## src/rtl/microwave_timer.sv

```systemverilog
// microwave_timer: keypad time entry, mm:ss BCD countdown, magnetron enable and done flag.
module microwave_timer #(
  parameter int SYNC_STAGES = 2
) (
  input  logic       clk,
  input  logic       clear,
  input  logic [3:0] D,
  input  logic       loadn,
  input  logic       pgt_1hz,
  input  logic       start,
  input  logic       stop,
  input  logic       door_open,
  output logic [3:0] min_tens,
  output logic [3:0] min_ones,
  output logic [3:0] sec_tens,
  output logic [3:0] sec_ones,
  output logic       magnetron_on,
  output logic       done,
  output logic [1:0] state
);
  typedef enum logic [1:0] {IDLE, RUN, PAUSE, DONE} state_t;
  // bit order {door_open, stop, start, pgt_1hz, loadn}; loadn idles high
  localparam logic [4:0] INACTIVE = 5'b00001;
  logic [4:0]  r_sync [SYNC_STAGES];
  logic [4:0]  r_hist;
  logic [4:0]  w_s;
  logic        w_key, w_tick, w_start, w_stop, w_door, w_zero, w_dvalid;
  logic        w_b0, w_b1, w_b2;
  logic [15:0] r_dig, w_ndig, w_dec;
  state_t      r_state, w_nstate;
  logic        r_mag, r_done;
  assign w_s      = r_sync[SYNC_STAGES-1];
  assign w_key    = r_hist[0] & ~w_s[0];
  assign w_tick   = ~r_hist[1] & w_s[1];
  assign w_start  = ~r_hist[2] & w_s[2];
  assign w_stop   = ~r_hist[3] & w_s[3];
  assign w_door   = w_s[4];
  assign w_zero   = r_dig == 16'd0;
  assign w_dvalid = D <= 4'd9;
  assign w_b0 = r_dig[3:0] == 4'd0;
  assign w_b1 = w_b0 && r_dig[7:4] == 4'd0;
  assign w_b2 = w_b1 && r_dig[11:8] == 4'd0;
  assign w_dec[3:0]   = w_b0 ? 4'd9 : r_dig[3:0] - 4'd1;
  assign w_dec[7:4]   = !w_b0 ? r_dig[7:4] : w_b1 ? 4'd5 : r_dig[7:4] - 4'd1;
  assign w_dec[11:8]  = !w_b1 ? r_dig[11:8] : w_b2 ? 4'd9 : r_dig[11:8] - 4'd1;
  assign w_dec[15:12] = w_b2 ? r_dig[15:12] - 4'd1 : r_dig[15:12];
  always_ff @(posedge clk or posedge clear)
    if (clear) begin
      for (int i = 0; i < SYNC_STAGES; i++) r_sync[i] <= INACTIVE;
      r_hist <= INACTIVE;
    end else begin
      r_sync[0] <= {door_open, stop, start, pgt_1hz, loadn};
      for (int i = 1; i < SYNC_STAGES; i++) r_sync[i] <= r_sync[i-1];
      r_hist <= w_s;
    end
  always_comb begin
    w_nstate = r_state;
    w_ndig   = r_dig;
    case (r_state)
      IDLE:
        if (w_stop) w_ndig = 16'd0;
        else if (w_start && !w_zero && !w_door) w_nstate = RUN;
        else if (w_key && w_dvalid) w_ndig = {r_dig[11:0], D};
      RUN:
        if (w_stop || w_door) w_nstate = PAUSE;
        else if (w_tick && !w_zero) begin
          w_ndig   = w_dec;
          w_nstate = w_dec == 16'd0 ? DONE : RUN;
        end
      PAUSE:
        if (w_stop) begin
          w_nstate = IDLE;
          w_ndig   = 16'd0;
        end else if (w_start && !w_door) w_nstate = RUN;
      DONE:
        if (w_stop) begin
          w_nstate = IDLE;
          w_ndig   = 16'd0;
        end else if (w_key && w_dvalid) begin
          w_nstate = IDLE;
          w_ndig   = {12'd0, D};
        end
    endcase
  end
  always_ff @(posedge clk or posedge clear)
    if (clear) begin
      r_state <= IDLE;
      r_dig   <= 16'd0;
      r_mag   <= 1'b0;
      r_done  <= 1'b0;
    end else begin
      r_state <= w_nstate;
      r_dig   <= w_ndig;
      r_mag   <= w_nstate == RUN;
      r_done  <= w_nstate == DONE;
    end
  assign {min_tens, min_ones, sec_tens, sec_ones} = r_dig;
  assign magnetron_on = r_mag;
  assign done         = r_done;
  assign state        = r_state;
endmodule

```

## config.mk

```make
export PLATFORM = sky130hd
export DESIGN_NAME = microwave_timer
export DESIGN_NICKNAME = d
export VERILOG_FILES = /design/src/rtl/microwave_timer.sv
export SDC_FILE = /design/constraint.sdc
export NUM_CORES = 1
export LEC_CHECK = 0
export CAP_MARGIN = 20
export CORE_MARGIN = 2
export CORE_UTILIZATION = 40
export CTS_BUF_LIST = sky130_fd_sc_hd__clkbuf_4
export CTS_CLUSTER_DIAMETER = 120
export CTS_CLUSTER_SIZE = 25
export DETAILED_ROUTE_END_ITERATION = 10
export GPL_ROUTABILITY_DRIVEN = 0
export PLACE_DENSITY = 0.59
export SLEW_MARGIN = 5
export SYNTH_ARGS = -nofsm -noshare
export SYNTH_HDL_FRONTEND = slang
export SYNTH_SLANG_ARGS = --single-unit
```

## constraint.sdc

```tcl
create_clock -name clk -period 2.9 [get_ports clk]
set_input_delay 0.435 -clock clk [delete_from_list [all_inputs] [get_ports clk]]
set_output_delay 0.435 -clock clk [all_outputs]
set_load 0.03 [all_outputs]
```

# After elaboration in Yosys (flattened, before gate mapping)
# Cells that the tools add are included.
# word_totals
reg_bits	34
in_bits	11
output_inout_bits	20
# op_classes
n_addsub	4
n_lt_le_gt_ge	1
eq_ne	11
mux	25
bitwise_logic	8
reduce_logical	17
# op_table
op	count
16-bit two-way mux	8
16-bit one-hot mux with 4 select lines	1
16-bit zero test	2
4-bit two-way mux	6
2-bit two-way mux	9
4-bit by 1-bit subtractor with 4-bit output, second input constant	4
4-bit zero test	3
3-bit != test, second input constant	3
2-bit one-hot mux with 4 select lines	1
1-bit logical AND	7
2-bit == test, second input constant	3
2-bit != test, second input constant	3
6-bit AND reduction	1
1-bit AND	4
2-bit by 1-bit == test with 1-bit output, second input constant	2
4-bit less-or-equal comparator, second input constant	1
1-bit inverter	4
1-bit zero test	2
2-bit zero test	1
1-bit logical OR	1

# Longest topological paths before layout
# Gate-level depths: netlist of run 1.
# depth
word_depth	11
mapped_depth	10
ltp_nobuf	7

# Worst setup path before layout of run 1
# No wires, ideal clock.
# synth_timing
kind	register to register
from	register r_dig[4]
to	register r_dig[0]
setup_time_ns	0.125
t_arrival_ns	2.714
t_required_ns	2.775
setup_slack_ns	0.061
stages_incl_launch_ff	10
cell_sequence	dfrtp_1 -> inv_1 -> ha_1 -> or3b_2 -> clkbuf_1 -> or4_4 -> buf_6 -> o2bb2ai_4 -> nor2_2 -> mux2_2
# synth_between
elab_chain_cells	6
word_cells_on_any_way	8
cone_classes	eq/ne (2); reduce/logical (6)
# synth_rtl
element	line_no	rtl
start, declared	29	logic [15:0] r_dig, w_ndig, w_dec;
start signal, assigned	93	r_dig <= w_ndig;
16-bit zero test (*)	38	assign w_zero = r_dig == 16'd0;
1-bit zero test (*)	62, 66	
1-bit logical AND (2 in series)	62	else if (w_start && !w_zero && !w_door) w_nstate = RUN;
3-bit != test (no source line)	-	
6-bit AND reduction (no source line) (*)	-	
# Every way passes the cells marked *; elsewhere a longest branch is shown, timed or not.
# A chain may end at the register's enable or synchronous reset.

# Worst setup path after layout of run 1
# layout_timing
from	register r_dig[9]
to	register r_dig[10]
# layout_between
elab_chain_cells	7
word_cells_on_any_way	16
cone_classes	add/sub (1); eq/ne (2); mux (5); reduce/logical (8)
# layout_rtl
element
branches (longest 7 deep; another with 4-bit by 1-bit subtractor with 4-bit output)
# Parallel ways; which one is timed is not known. The select of a mux whose other input is x is not followed.

==> summary.md, run 1 <==
| Metric | Value |
|---|---|
| Largest net degree at the start of global routing | `35` |
| CTS Hold Bufs | `0` |
| Initial antenna violation count | `0` |
| Core ar. | `between 0.005 and 0.006 sq mm` |
| Final setup viols | `0` |
| Via count | `approximately 1900` |
| Mapped cell area | `a little over 0.002 sq mm` |
| Peak Freq | `0.364 GHz` |
| Hpwl dp | `3930 um` |
| H-tree depth | `2` |
| CP Launch Type | `flop` |
| Post-DRT Antenna Nets | `0` |
| Final setup TNS | `0 ns` |
| CP Capture Type | `flop` |
| Static Leakage | `1.03 nW` |
| Tcrit/Tclk final | `0.949` |
| Clk_lat worst skew | `0.35 ns` |
| Crit path from | `r_dig[9]` |
| Post-synthesis sequential area ratio | `0.419` |
| WL final | `around 5500 um` |
| Design area | `0.00260 sq mm` |
| Syn nets | `approximately 230` |
| Critical path cell sequence | `inv_1 > ha_1 > or3b_2 > or4_4 > o2bb2ai_4 > nor2_4 > mux2_2` |
| Max stage delay cell, worst path | `or4_4` |
| Filler cells | `506` |
| CTS buffer count | `5` |
| I/O Pins | `31` |
| # Max-Cap Violations | `0` |
| Clock-pin slew on the worst setup and hold paths | `0.12 ns` |
| Count of cell types in the netlist | `55` |
| CTS tree | `done` |
| Tot Pwr | `2.96 mW` |
| Top-area cell type share of the netlist area | `0.380` |
| Critical path peak fanout | `16` |
| Slowest stage delay, CP | `0.57 ns` |
| Root Driver | `clkbuf_4` |
| Clock buffer depth | `2` |
| Synthesized area per cell | `around 9.4 sq um` |
| Final Max Tran Viols | `0` |
| Top cells by area, synth | `dfrtp_1, dfstp_2, a31oi_1` |
| Number of vias per cell | `5.65` |
| Die W | `around 75 um` |
| Pre-CTS setup slack | `0.149 ns` |
| RR Startpoint | `r_dig[9]` |
| Wire length per cell | `~17 um` |
| Max_slew headroom | `0.331` |
| GRT Overall Usage | `0.213` |
| Iteration-0 DRC Markers | `191` |
| DRC viols | `0` |
| Min-delay src | `r_sync[7]` |
| Synth Register Bits | `34` |
| Clock sink total | `34` |
| FF/Latch Area | `855 sq um` |
| EDFF count, synth | `0` |
| GR Layer Usage met3 | `0.0410` |
| Worst path required time | `roughly 3.1 ns` |
| Tmin final | `approximately 2.8 ns` |
| Power Density | `1140 mW/mm^2` |
| First-pass GRT wire length | `8930 um` |
| RSZ-0062 raised after global routing | `no` |
| Async set-reset flop share out of synthesis | `1.00` |
| Worst Max-Slew Pin Slew | `about 1.0 ns` |
| Clock Skews | `0.0132 ns` |
| Area Overhead vs Synth | `27.4%` |
| Port bufs | `30` |
| Post-CTS Setup Inserts | `0` |
| Proportion of layout cells with a drive suffix above 1 | `0.166` |
| Initial DRT Pass Iterations | `4` |
| Initial Util | `0.408` |
| Fin nets | `274` |
| Ant. Diodes | `0` |
| Most used DFF post-synth | `dfrtp_1` |
| Outcome | `complete, no violations` |
| Die Y | `approximately 75 um` |
| Routing usage on met2 | `0.313` |
| Site row count | `26` |
| YS warnings | `0` |
| GR Layer Usage met1 | `0.309` |
| Busiest grt layer | `met2` |
| Post-synth top area cell | `dfrtp_1` |
| Die area | `0.00569 sq mm` |
| Hold WC Path Type | `flop to flop` |
| Worst Path Class, Setup | `flop to flop` |
| Synth Instances | `217` |
| Multi-input logic area | `0.00108 sq mm` |
| Final hold vios | `0` |
| Final worst slack | `roughly 0.15 ns` |
| Arr. time, crit path | `2.99 ns` |
| Fin util | `0.519` |
| Vias in the first global route | `1748` |
| Dpl cell area | `0.00249 sq mm` |
| Gr ovfl total | `0` |
| Worst vdd ir | `about 0.5 mV` |
==> registers in the layout (all words and copies together) (netlist names) <==
signal	cells
r_hist	4
done	1
r_sync	5
r_dig	16
w_s	5
state	2
magnetron_on	1
==> stage by stage <==
| stage | hold WS (ns) | instances |
|---|---|---|
| after detailed placement | 0.337 | 321 |
| final | 0.358 | 329 |
| after global placement | 0.334 | 321 |
| after global routing | 0.367 | 329 |
| after floorplan | 0.331 | 217 |
| after CTS | 0.363 | 329 |
==> per-layer routing <==
metal	wire length, um	share of wire
met4	113	0.021
met5	0	0
met1	2630	0.48
met2	2450	0.45
met3	282	0.051
==> critical path: cells and delay by family, from the launching register on <==
kind | cells | cell delay, ns
adder cells (fa/ha/maj) | 1 | 0.19
buffers and inverters | 1 | 0.10
flip-flops | 1 | 0.46
AO/OA/AOI/OAI | 1 | 0.24
AND/OR/NAND/NOR | 3 | 1.28
multiplexers | 1 | 0.35
==> cells in the mapped netlist (all sizes together) (5+ instances only) <==
library cell and number:
a21oi 13, nand4 8, a2bb2oi 6, nor3 9, dfrtp 31, nor2 13
inv 11, nand3 6, ha 5, clkbuf 10, nand2 8, o21ai 20
a31oi 10
==> worst paths after layout <==
kind | cells past startpoint | slack, ns | to
worst min-delay path | 0 | 0.36 | w_s[2]
min in group asynchronous | 3 | 0.46 | r_dig[15]
worst max register to register | 7 | 0.15 | r_dig[10]
max in group asynchronous | 3 | 2.10 | w_s[0]
worst max-delay path | 7 | 0.15 | r_dig[10]
worst min register to register | 0 | 0.36 | w_s[2]
==> power breakdown <==
part	internal [mW]	switching, mW
Sequential	0.591	0.124
Combinational	0.738	1.07
Clock	0.265	0.171
==> layout make-up <==
class,instances,share of cell area
clock buffer,5,0.0144
clock inverter,3,0.0245
inverter,12,0.0173
multi-input combinational,157,0.414
sequential,34,0.329
tap,70,0.0337
timing repair buffer,48,0.167
==> logic make-up (layout without fill, tap and decap cells) <==
| family | Yosys count | count (layout) | share of synthesized area |
|---|---|---|---|
| xor gates and xnor gates | 1 | 1 | 0.00429 |
| and+or+nand+nor | 68 | 68 | 0.191 |
| muxes | 6 | 6 | 0.0312 |
| buffers and inverters | 26 | 68 | 0.0594 |
| DFF | 34 | 34 | 0.419 |
| AOI/OAI and AO/OA | 77 | 77 | 0.265 |
| adders and majority gates | 5 | 5 | 0.0306 |
==> cell usage in the layout (no fill, tap or decap), types with 3 or more instances in the layout <==
master           instances
nand2_1                  8
nand2b_1                 4
clkbuf_4                 5
o311ai_0                 3
a32oi_1                  3
a2bb2oi_1                6
a21oi_1                 12
nand4_1                  8
or3b_2                   3
nor3_1                   8
a31oi_1                 10
mux2_2                   3
nor2_1                  12
o21ai_0                 12
nor2b_1                  3
o31ai_1                  3
mux2i_1                  3
inv_1                   11
dfstp_2                  3
o21ai_1                  8
ha_1                     5
clkdlybuf4s50_1         30
nor3b_1                  3
dfrtp_1                 31
buf_4                   18
nand3_1                  6
==> what timing repair did <==
action                     4_1_cts  5_1_grt
setup endpoints to repair        0        2
gates resized for setup          0        1
hold endpoints to repair         0        0
Note: power is estimated with default switching activity, not from simulation.
==> run 2: changes to the inputs <==
--- a/config.mk
+++ b/config.mk
@@ -6,14 +6,15 @@
 export NUM_CORES = 1
 export LEC_CHECK = 0
 export CAP_MARGIN = 20
+export CELL_PAD_IN_SITES_DETAIL_PLACEMENT = 1
+export CELL_PAD_IN_SITES_GLOBAL_PLACEMENT = 1
 export CORE_MARGIN = 2
 export CORE_UTILIZATION = 40
 export CTS_BUF_LIST = sky130_fd_sc_hd__clkbuf_4
-export CTS_CLUSTER_DIAMETER = 120
 export CTS_CLUSTER_SIZE = 25
 export DETAILED_ROUTE_END_ITERATION = 10
 export GPL_ROUTABILITY_DRIVEN = 0
-export PLACE_DENSITY = 0.59
+export PLACE_DENSITY = 0.74
 export SLEW_MARGIN = 5
 export SYNTH_ARGS = -nofsm -noshare
 export SYNTH_HDL_FRONTEND = slang
==> constraint.sdc (replaced) <==
create_clock -name clk -period 3.33 [get_ports clk]
set_input_delay 0.4995 -clock clk [delete_from_list [all_inputs] [get_ports clk]]
set_output_delay 0.4995 -clock clk [all_outputs]
set_load 0.03 [all_outputs]
==> summary.md, run 2 (same netlist as run 1, synthesis figures left out) <==
| Metric | Value |
|---|---|
| Outcome | `complete, no violations (unchanged)` |
| CP Launch Type | `flop (unchanged)` |
| Fin util | `0.501 (was 0.519)` |
| Root Driver | `clkbuf_4 (unchanged)` |
| Post-DRT Antenna Nets | `0 (unchanged)` |
| Final worst slack | `0.407 ns (was 0.149 ns)` |
| Max reg flops | `16 (unchanged)` |
| Tmin final | `2.92 ns (was 2.75 ns)` |
| Port bufs | `30 (unchanged)` |
| Largest net degree at the start of global routing | `35 (unchanged)` |
| Core ar. | `0.00501 sq mm (unchanged)` |
| Max_slew headroom | `0.591 (was 0.331)` |
| Clock sink total | `34 (unchanged)` |
| Static Leakage | `0.965 nW (was 1.03 nW)` |
| DRC viols | `0 (unchanged)` |
| Hold_ws | `0.362 ns (was 0.358 ns)` |
| Initial antenna violation count | `0 (unchanged)` |
| Initial DRT Pass Iterations | `4 (unchanged)` |
| CTS Hold Bufs | `0 (unchanged)` |
| Worst path required time | `3.57 ns (was 3.14 ns)` |
| CP Capture Type | `flop (unchanged)` |
| Number of vias per cell | `5.86 (was 5.65)` |
| RSZ-0062 raised after global routing | `no (unchanged)` |
| First-pass GRT wire length | `9560 um (was 8930 um)` |
| Pre-CTS setup slack | `0.473 ns (was 0.149 ns)` |
| Final Max Tran Viols | `0 (unchanged)` |
| Vias in the first global route | `1869 (was 1748)` |
| Fin nets | `265 (was 274)` |
| Tcrit/Tclk final | `0.878 (was 0.949)` |
| Post-CTS Setup Inserts | `0 (unchanged)` |
| Initial Util | `0.408 (unchanged)` |
| Dpl cell area | `0.00243 sq mm (was 0.00249 sq mm)` |
| CTS tree | `done (unchanged)` |
| H-tree depth | `2 (unchanged)` |
| Clock Skews | `0.0174 ns (was 0.0132 ns)` |
| Die W | `75.5 um (unchanged)` |
| Die area | `0.00569 sq mm (unchanged)` |
| Non-filler instance count after layout | `320 (was 329)` |
| Filler cells | `605 (was 506)` |
| Via count | `1876 (was 1860)` |
| Worst Path Class, Setup | `flop to flop (unchanged)` |
| Wire length per cell | `18.5 um (was 16.7 um)` |
| GRT Overall Usage | `0.225 (was 0.213)` |
| Final setup TNS | `0 ns (unchanged)` |
| Most common cell after layout, fill and taps aside | `dfrtp_1 (unchanged)` |
| Worst vdd ir | `0.413 mV (was 0.500 mV)` |
| Clock buffer depth | `2 (unchanged)` |
| Die Y | `75.5 um (unchanged)` |
| Clock-pin slew on the worst setup and hold paths | `0.12 ns (about the same)` |
| Design area | `0.00251 sq mm (was 0.00260 sq mm)` |
| Peak Freq | `0.342 GHz (was 0.364 GHz)` |
| Hpwl dp | `4190 um (was 3930 um)` |
| Final setup viols | `0 (unchanged)` |
| Final hold vios | `0 (unchanged)` |
| Power Density | `977 mW/mm^2 (was 1140 mW/mm^2)` |
| # Max-Cap Violations | `0 (unchanged)` |
| Gr ovfl total | `0 (unchanged)` |
| CTS resizes | `0 (unchanged)` |
| CTS buffer count | `5 (unchanged)` |
| Iteration-0 DRC Markers | `121 (was 191)` |
| Tot Pwr | `2.45 mW (was 2.96 mW)` |
| WL final | `5910 um (was 5480 um)` |
| Hold WC Path Type | `flop to flop (unchanged)` |
| Worst Max-Slew Pin Slew | `0.605 ns (was 0.997 ns)` |
| Area Overhead vs Synth | `22.9% (was 27.4%)` |
| Proportion of layout cells with a drive suffix above 1 | `0.140 (was 0.166)` |
| Most frequent cells in the layout | `dfrtp_1, clkdlybuf4s50_1, nor2_1, o21ai_0, a21oi_1 (was dfrtp_1, clkdlybuf4s50_1, buf_4)` |
| I/O Pins | `31 (unchanged)` |
| Post-Place Cells | `312 (was 321)` |
| Critical path peak fanout | `16 (unchanged)` |
| Site row count | `26 (unchanged)` |
| Arr. time, crit path | `3.16 ns (was 2.99 ns)` |
| Largest register by flop count | `r_dig (unchanged)` |
| Clk_lat worst skew | `0.35 ns (about the same)` |
| Ant. Diodes | `0 (unchanged)` |
==> run 2: cell types whose count changed in the layout (fill, tap and decap cells not counted) <==
cell,change
clkinvlp_4,+2
buf_4,-9
nor2_2,+1
bufinv_16,-1
clkinv_1,-1
nor2_4,-1
==> run 2: metal layers <==
metal	track usage	part of all wire	vias to the layer above
li1	-	-	884
met1	0.310	0.47	944
met2	0.371	0.48	43
met3	0.0397	0.038	5
met4	0.0487	0.0090	0
met5	0	0	-
==> run 2: path summary, 6_finish.rpt <==
check / cells after the start / startpoint / slack, ns / to
min in group asynchronous: 3 / clear / 0.53 / state[1]
setup reg to reg: 7 / r_dig[4] / 0.41 / r_dig[10]
max in group asynchronous: 3 / clear / 2.45 / r_hist[0]
hold / removal: 0 / r_sync[5] / 0.36 / w_s[0]
setup / recovery: 7 / r_dig[4] / 0.41 / r_dig[10]
hold reg to reg: 0 / r_sync[5] / 0.36 / w_s[0]
==> run 2: critical path, cell delays in order, from the launching register on <==
cell and delay, ns:
dfrtp_1 0.49, inv_1 0.13, ha_1 0.20, or3b_2 0.53
or4_4 0.61, o2bb2ai_4 0.24, nor2_2 0.25, mux2_2 0.36
==> run 2: cell type report <==
type | count | area [sq um] | share of cell area
multi-input combinational | 157 | 1070 | 0.427
sequential | 34 | 855 | 0.340
timing repair buffer | 39 | 368 | 0.147
tap | 70 | 87.6 | 0.0349
clock inverter | 3 | 45.0 | 0.0179
inverter | 12 | 45.0 | 0.0179
clock buffer | 5 | 37.5 | 0.0150
==> run 2: where the power goes <==
part           total [mW]  leakage, nW  internal [mW]  switching (mW)
sequential          0.706        0.424          0.514           0.192
combinational        1.44        0.503          0.576           0.860
clock               0.311       0.0374          0.157           0.153
total                2.45        0.965           1.25            1.21
==> run 3: changes to the inputs <==
--- a/config.mk
+++ b/config.mk
@@ -13,8 +13,9 @@
 export CTS_BUF_LIST = sky130_fd_sc_hd__clkbuf_4
 export CTS_CLUSTER_SIZE = 25
 export DETAILED_ROUTE_END_ITERATION = 10
+export DONT_BUFFER_PORTS = 1
 export GPL_ROUTABILITY_DRIVEN = 0
-export PLACE_DENSITY = 0.74
+export PLACE_DENSITY = 0.64
 export SLEW_MARGIN = 5
 export SYNTH_ARGS = -nofsm -noshare
 export SYNTH_HDL_FRONTEND = slang
==> summary.md, run 3 (same netlist as run 1, synthesis figures left out) <==
| Metric | Value |
|---|---|
| Worst vdd ir | `0.450 mV (was 0.413 mV)` |
| Final worst slack | `0.517 ns (was 0.407 ns)` |
| Die W | `75.5 um (unchanged)` |
| Ant. Diodes | `0 (unchanged)` |
| Post-CTS Setup Inserts | `0 (unchanged)` |
| Most frequent cells in the layout | `dfrtp_1, buf_4, nor2_1, o21ai_0, a21oi_1 (was dfrtp_1, clkdlybuf4s50_1, nor2_1, o21ai_0, a21oi_1)` |
| Final hold vios | `0 (unchanged)` |
| DRC viols | `0 (unchanged)` |
| Final setup viols | `0 (unchanged)` |
| Non-filler instance count after layout | `299 (was 320)` |
| Worst Path Class, Setup | `flop to flop (unchanged)` |
| CTS resizes | `0 (unchanged)` |
| Clock-pin slew on the worst setup and hold paths | `0.13 ns (was 0.12 ns)` |
| Hpwl dp | `4410 um (was 4190 um)` |
| CTS buffer count | `5 (unchanged)` |
| Hold WC Path Type | `input port to asynchronous set/reset pin (was flop to flop)` |
| CTS tree | `done (unchanged)` |
| Gr ovfl total | `0 (unchanged)` |
| Port bufs | `0 (was 30)` |
| Outcome | `complete, no violations (unchanged)` |
| WL final | `6180 um (was 5910 um)` |
| R2R depth | `7 (unchanged)` |
| Power Density | `1070 mW/mm^2 (was 977 mW/mm^2)` |
| Tot Pwr | `2.46 mW (was 2.45 mW)` |
| Number of vias per cell | `6.34 (was 5.86)` |
| # Max-Cap Violations | `0 (unchanged)` |
| Tmin final | `2.81 ns (was 2.92 ns)` |
| Die area | `0.00569 sq mm (unchanged)` |
| Initial DRT Pass Iterations | `4 (unchanged)` |
| Post-Place Cells | `291 (was 312)` |
| Tcrit/Tclk final | `0.845 (was 0.878)` |
| Via count | `1895 (was 1876)` |
| Clk_lat worst skew | `0.36 ns (was 0.35 ns)` |
| Most common cell after layout, fill and taps aside | `dfrtp_1 (unchanged)` |
| Largest net degree at the start of global routing | `35 (unchanged)` |
| Worst Max-Slew Pin Slew | `0.666 ns (was 0.605 ns)` |
| Static Leakage | `0.918 nW (was 0.965 nW)` |
| Max reg flops | `16 (unchanged)` |
| CP Capture Type | `flop (unchanged)` |
| Initial Util | `0.408 (unchanged)` |
| Critical path peak fanout | `16 (unchanged)` |
| I/O Pins | `31 (unchanged)` |
| Arr. time, crit path | `3.06 ns (was 3.16 ns)` |
| CP Launch Type | `flop (unchanged)` |
| Fin nets | `244 (was 265)` |
| Max_slew headroom | `0.556 (was 0.591)` |
| GRT Overall Usage | `0.231 (was 0.225)` |
| Clock buffer depth | `2 (unchanged)` |
| Post-DRT Antenna Nets | `0 (unchanged)` |
| RSZ-0062 raised after global routing | `no (unchanged)` |
| Wire length per cell | `20.7 um (was 18.5 um)` |
| Initial antenna violation count | `0 (unchanged)` |
| Final Max Tran Viols | `0 (unchanged)` |
| Proportion of layout cells with a drive suffix above 1 | `0.192 (was 0.140)` |
| CTS Hold Bufs | `0 (unchanged)` |
| Vias in the first global route | `1850 (was 1869)` |
| Largest register by flop count | `r_dig (unchanged)` |
| Iteration-0 DRC Markers | `118 (was 121)` |
| Clock Skews | `0.0183 ns (was 0.0174 ns)` |
| Area Overhead vs Synth | `12.7% (was 22.9%)` |
| Peak Freq | `0.355 GHz (was 0.342 GHz)` |
| Core ar. | `0.00501 sq mm (unchanged)` |
| First-pass GRT wire length | `9730 um (was 9560 um)` |
| Pre-CTS setup slack | `0.555 ns (was 0.473 ns)` |
| Clock sink total | `34 (unchanged)` |
| Die Y | `75.5 um (unchanged)` |
| Site row count | `26 (unchanged)` |
| H-tree depth | `2 (unchanged)` |
| Worst path required time | `3.58 ns (was 3.57 ns)` |
| Root Driver | `clkbuf_4 (unchanged)` |
| Final setup TNS | `0 ns (unchanged)` |
run 3: layer usage:
layer / global-route usage / share of wire / vias to the layer above
met2: 0.382 / 0.50 / 71
met4: 0.0721 / 0.015 / 0
met3: 0.0503 / 0.061 / 13
li1: - / - / 842
met5: 0 / 0 / -
met1: 0.305 / 0.43 / 969
run 3: critical path: stages (launching register included):
cell and delay [ns]:
dfrtp_1 0.41, inv_1 0.09, ha_1 0.21, or3b_2 0.53, or4_4 0.61, o2bb2ai_4 0.24
nor2_2 0.25, mux2_2 0.36
run 3: final cells by class:
class | count | area [sq um]
fillers | 605 | 2710
well taps | 70 | 87.6
multi-input cells | 157 | 1070
flip-flops and latches | 34 | 855
clock inverters | 3 | 68.8
clock buffers | 5 | 37.5
repair buffers | 18 | 135
inverters | 12 | 45.0
run 3: worst paths after layout:
| kind | from | endpoint | slack [ns] |
|---|---|---|---|
| worst max-delay path | r_dig[4] | r_dig[0] | 0.52 |
| worst min-delay path | clear | r_dig[15] | 0.10 |
| worst max register to register | r_dig[4] | r_dig[0] | 0.52 |
| worst min register to register | r_sync[9] | w_s[4] | 0.36 |
| max in group asynchronous | clear | r_sync[5] | 2.88 |
| min in group clk | loadn | r_sync[5] | 0.13 |
run 3: power by group:
part           switching [mW]  internal (mW)  leakage [nW]  total (mW)
clock network           0.165          0.235        0.0554       0.399
registers               0.207          0.513         0.424       0.720
logic                   0.870          0.474         0.438        1.34
run 3: metrics by stage:
stage | util | area [sq um] | hold slack, ns
6_report | 0.459 | 2300 | 0.101
2_1_floorplan | - | 2040 | 0.331
5_1_grt | 0.459 | 2300 | 0.112
3_5_place_dp | 0.438 | 2190 | 0.337
3_3_place_gp | 0.438 | 2190 | 0.337
4_1_cts | 0.459 | 2300 | 0.106
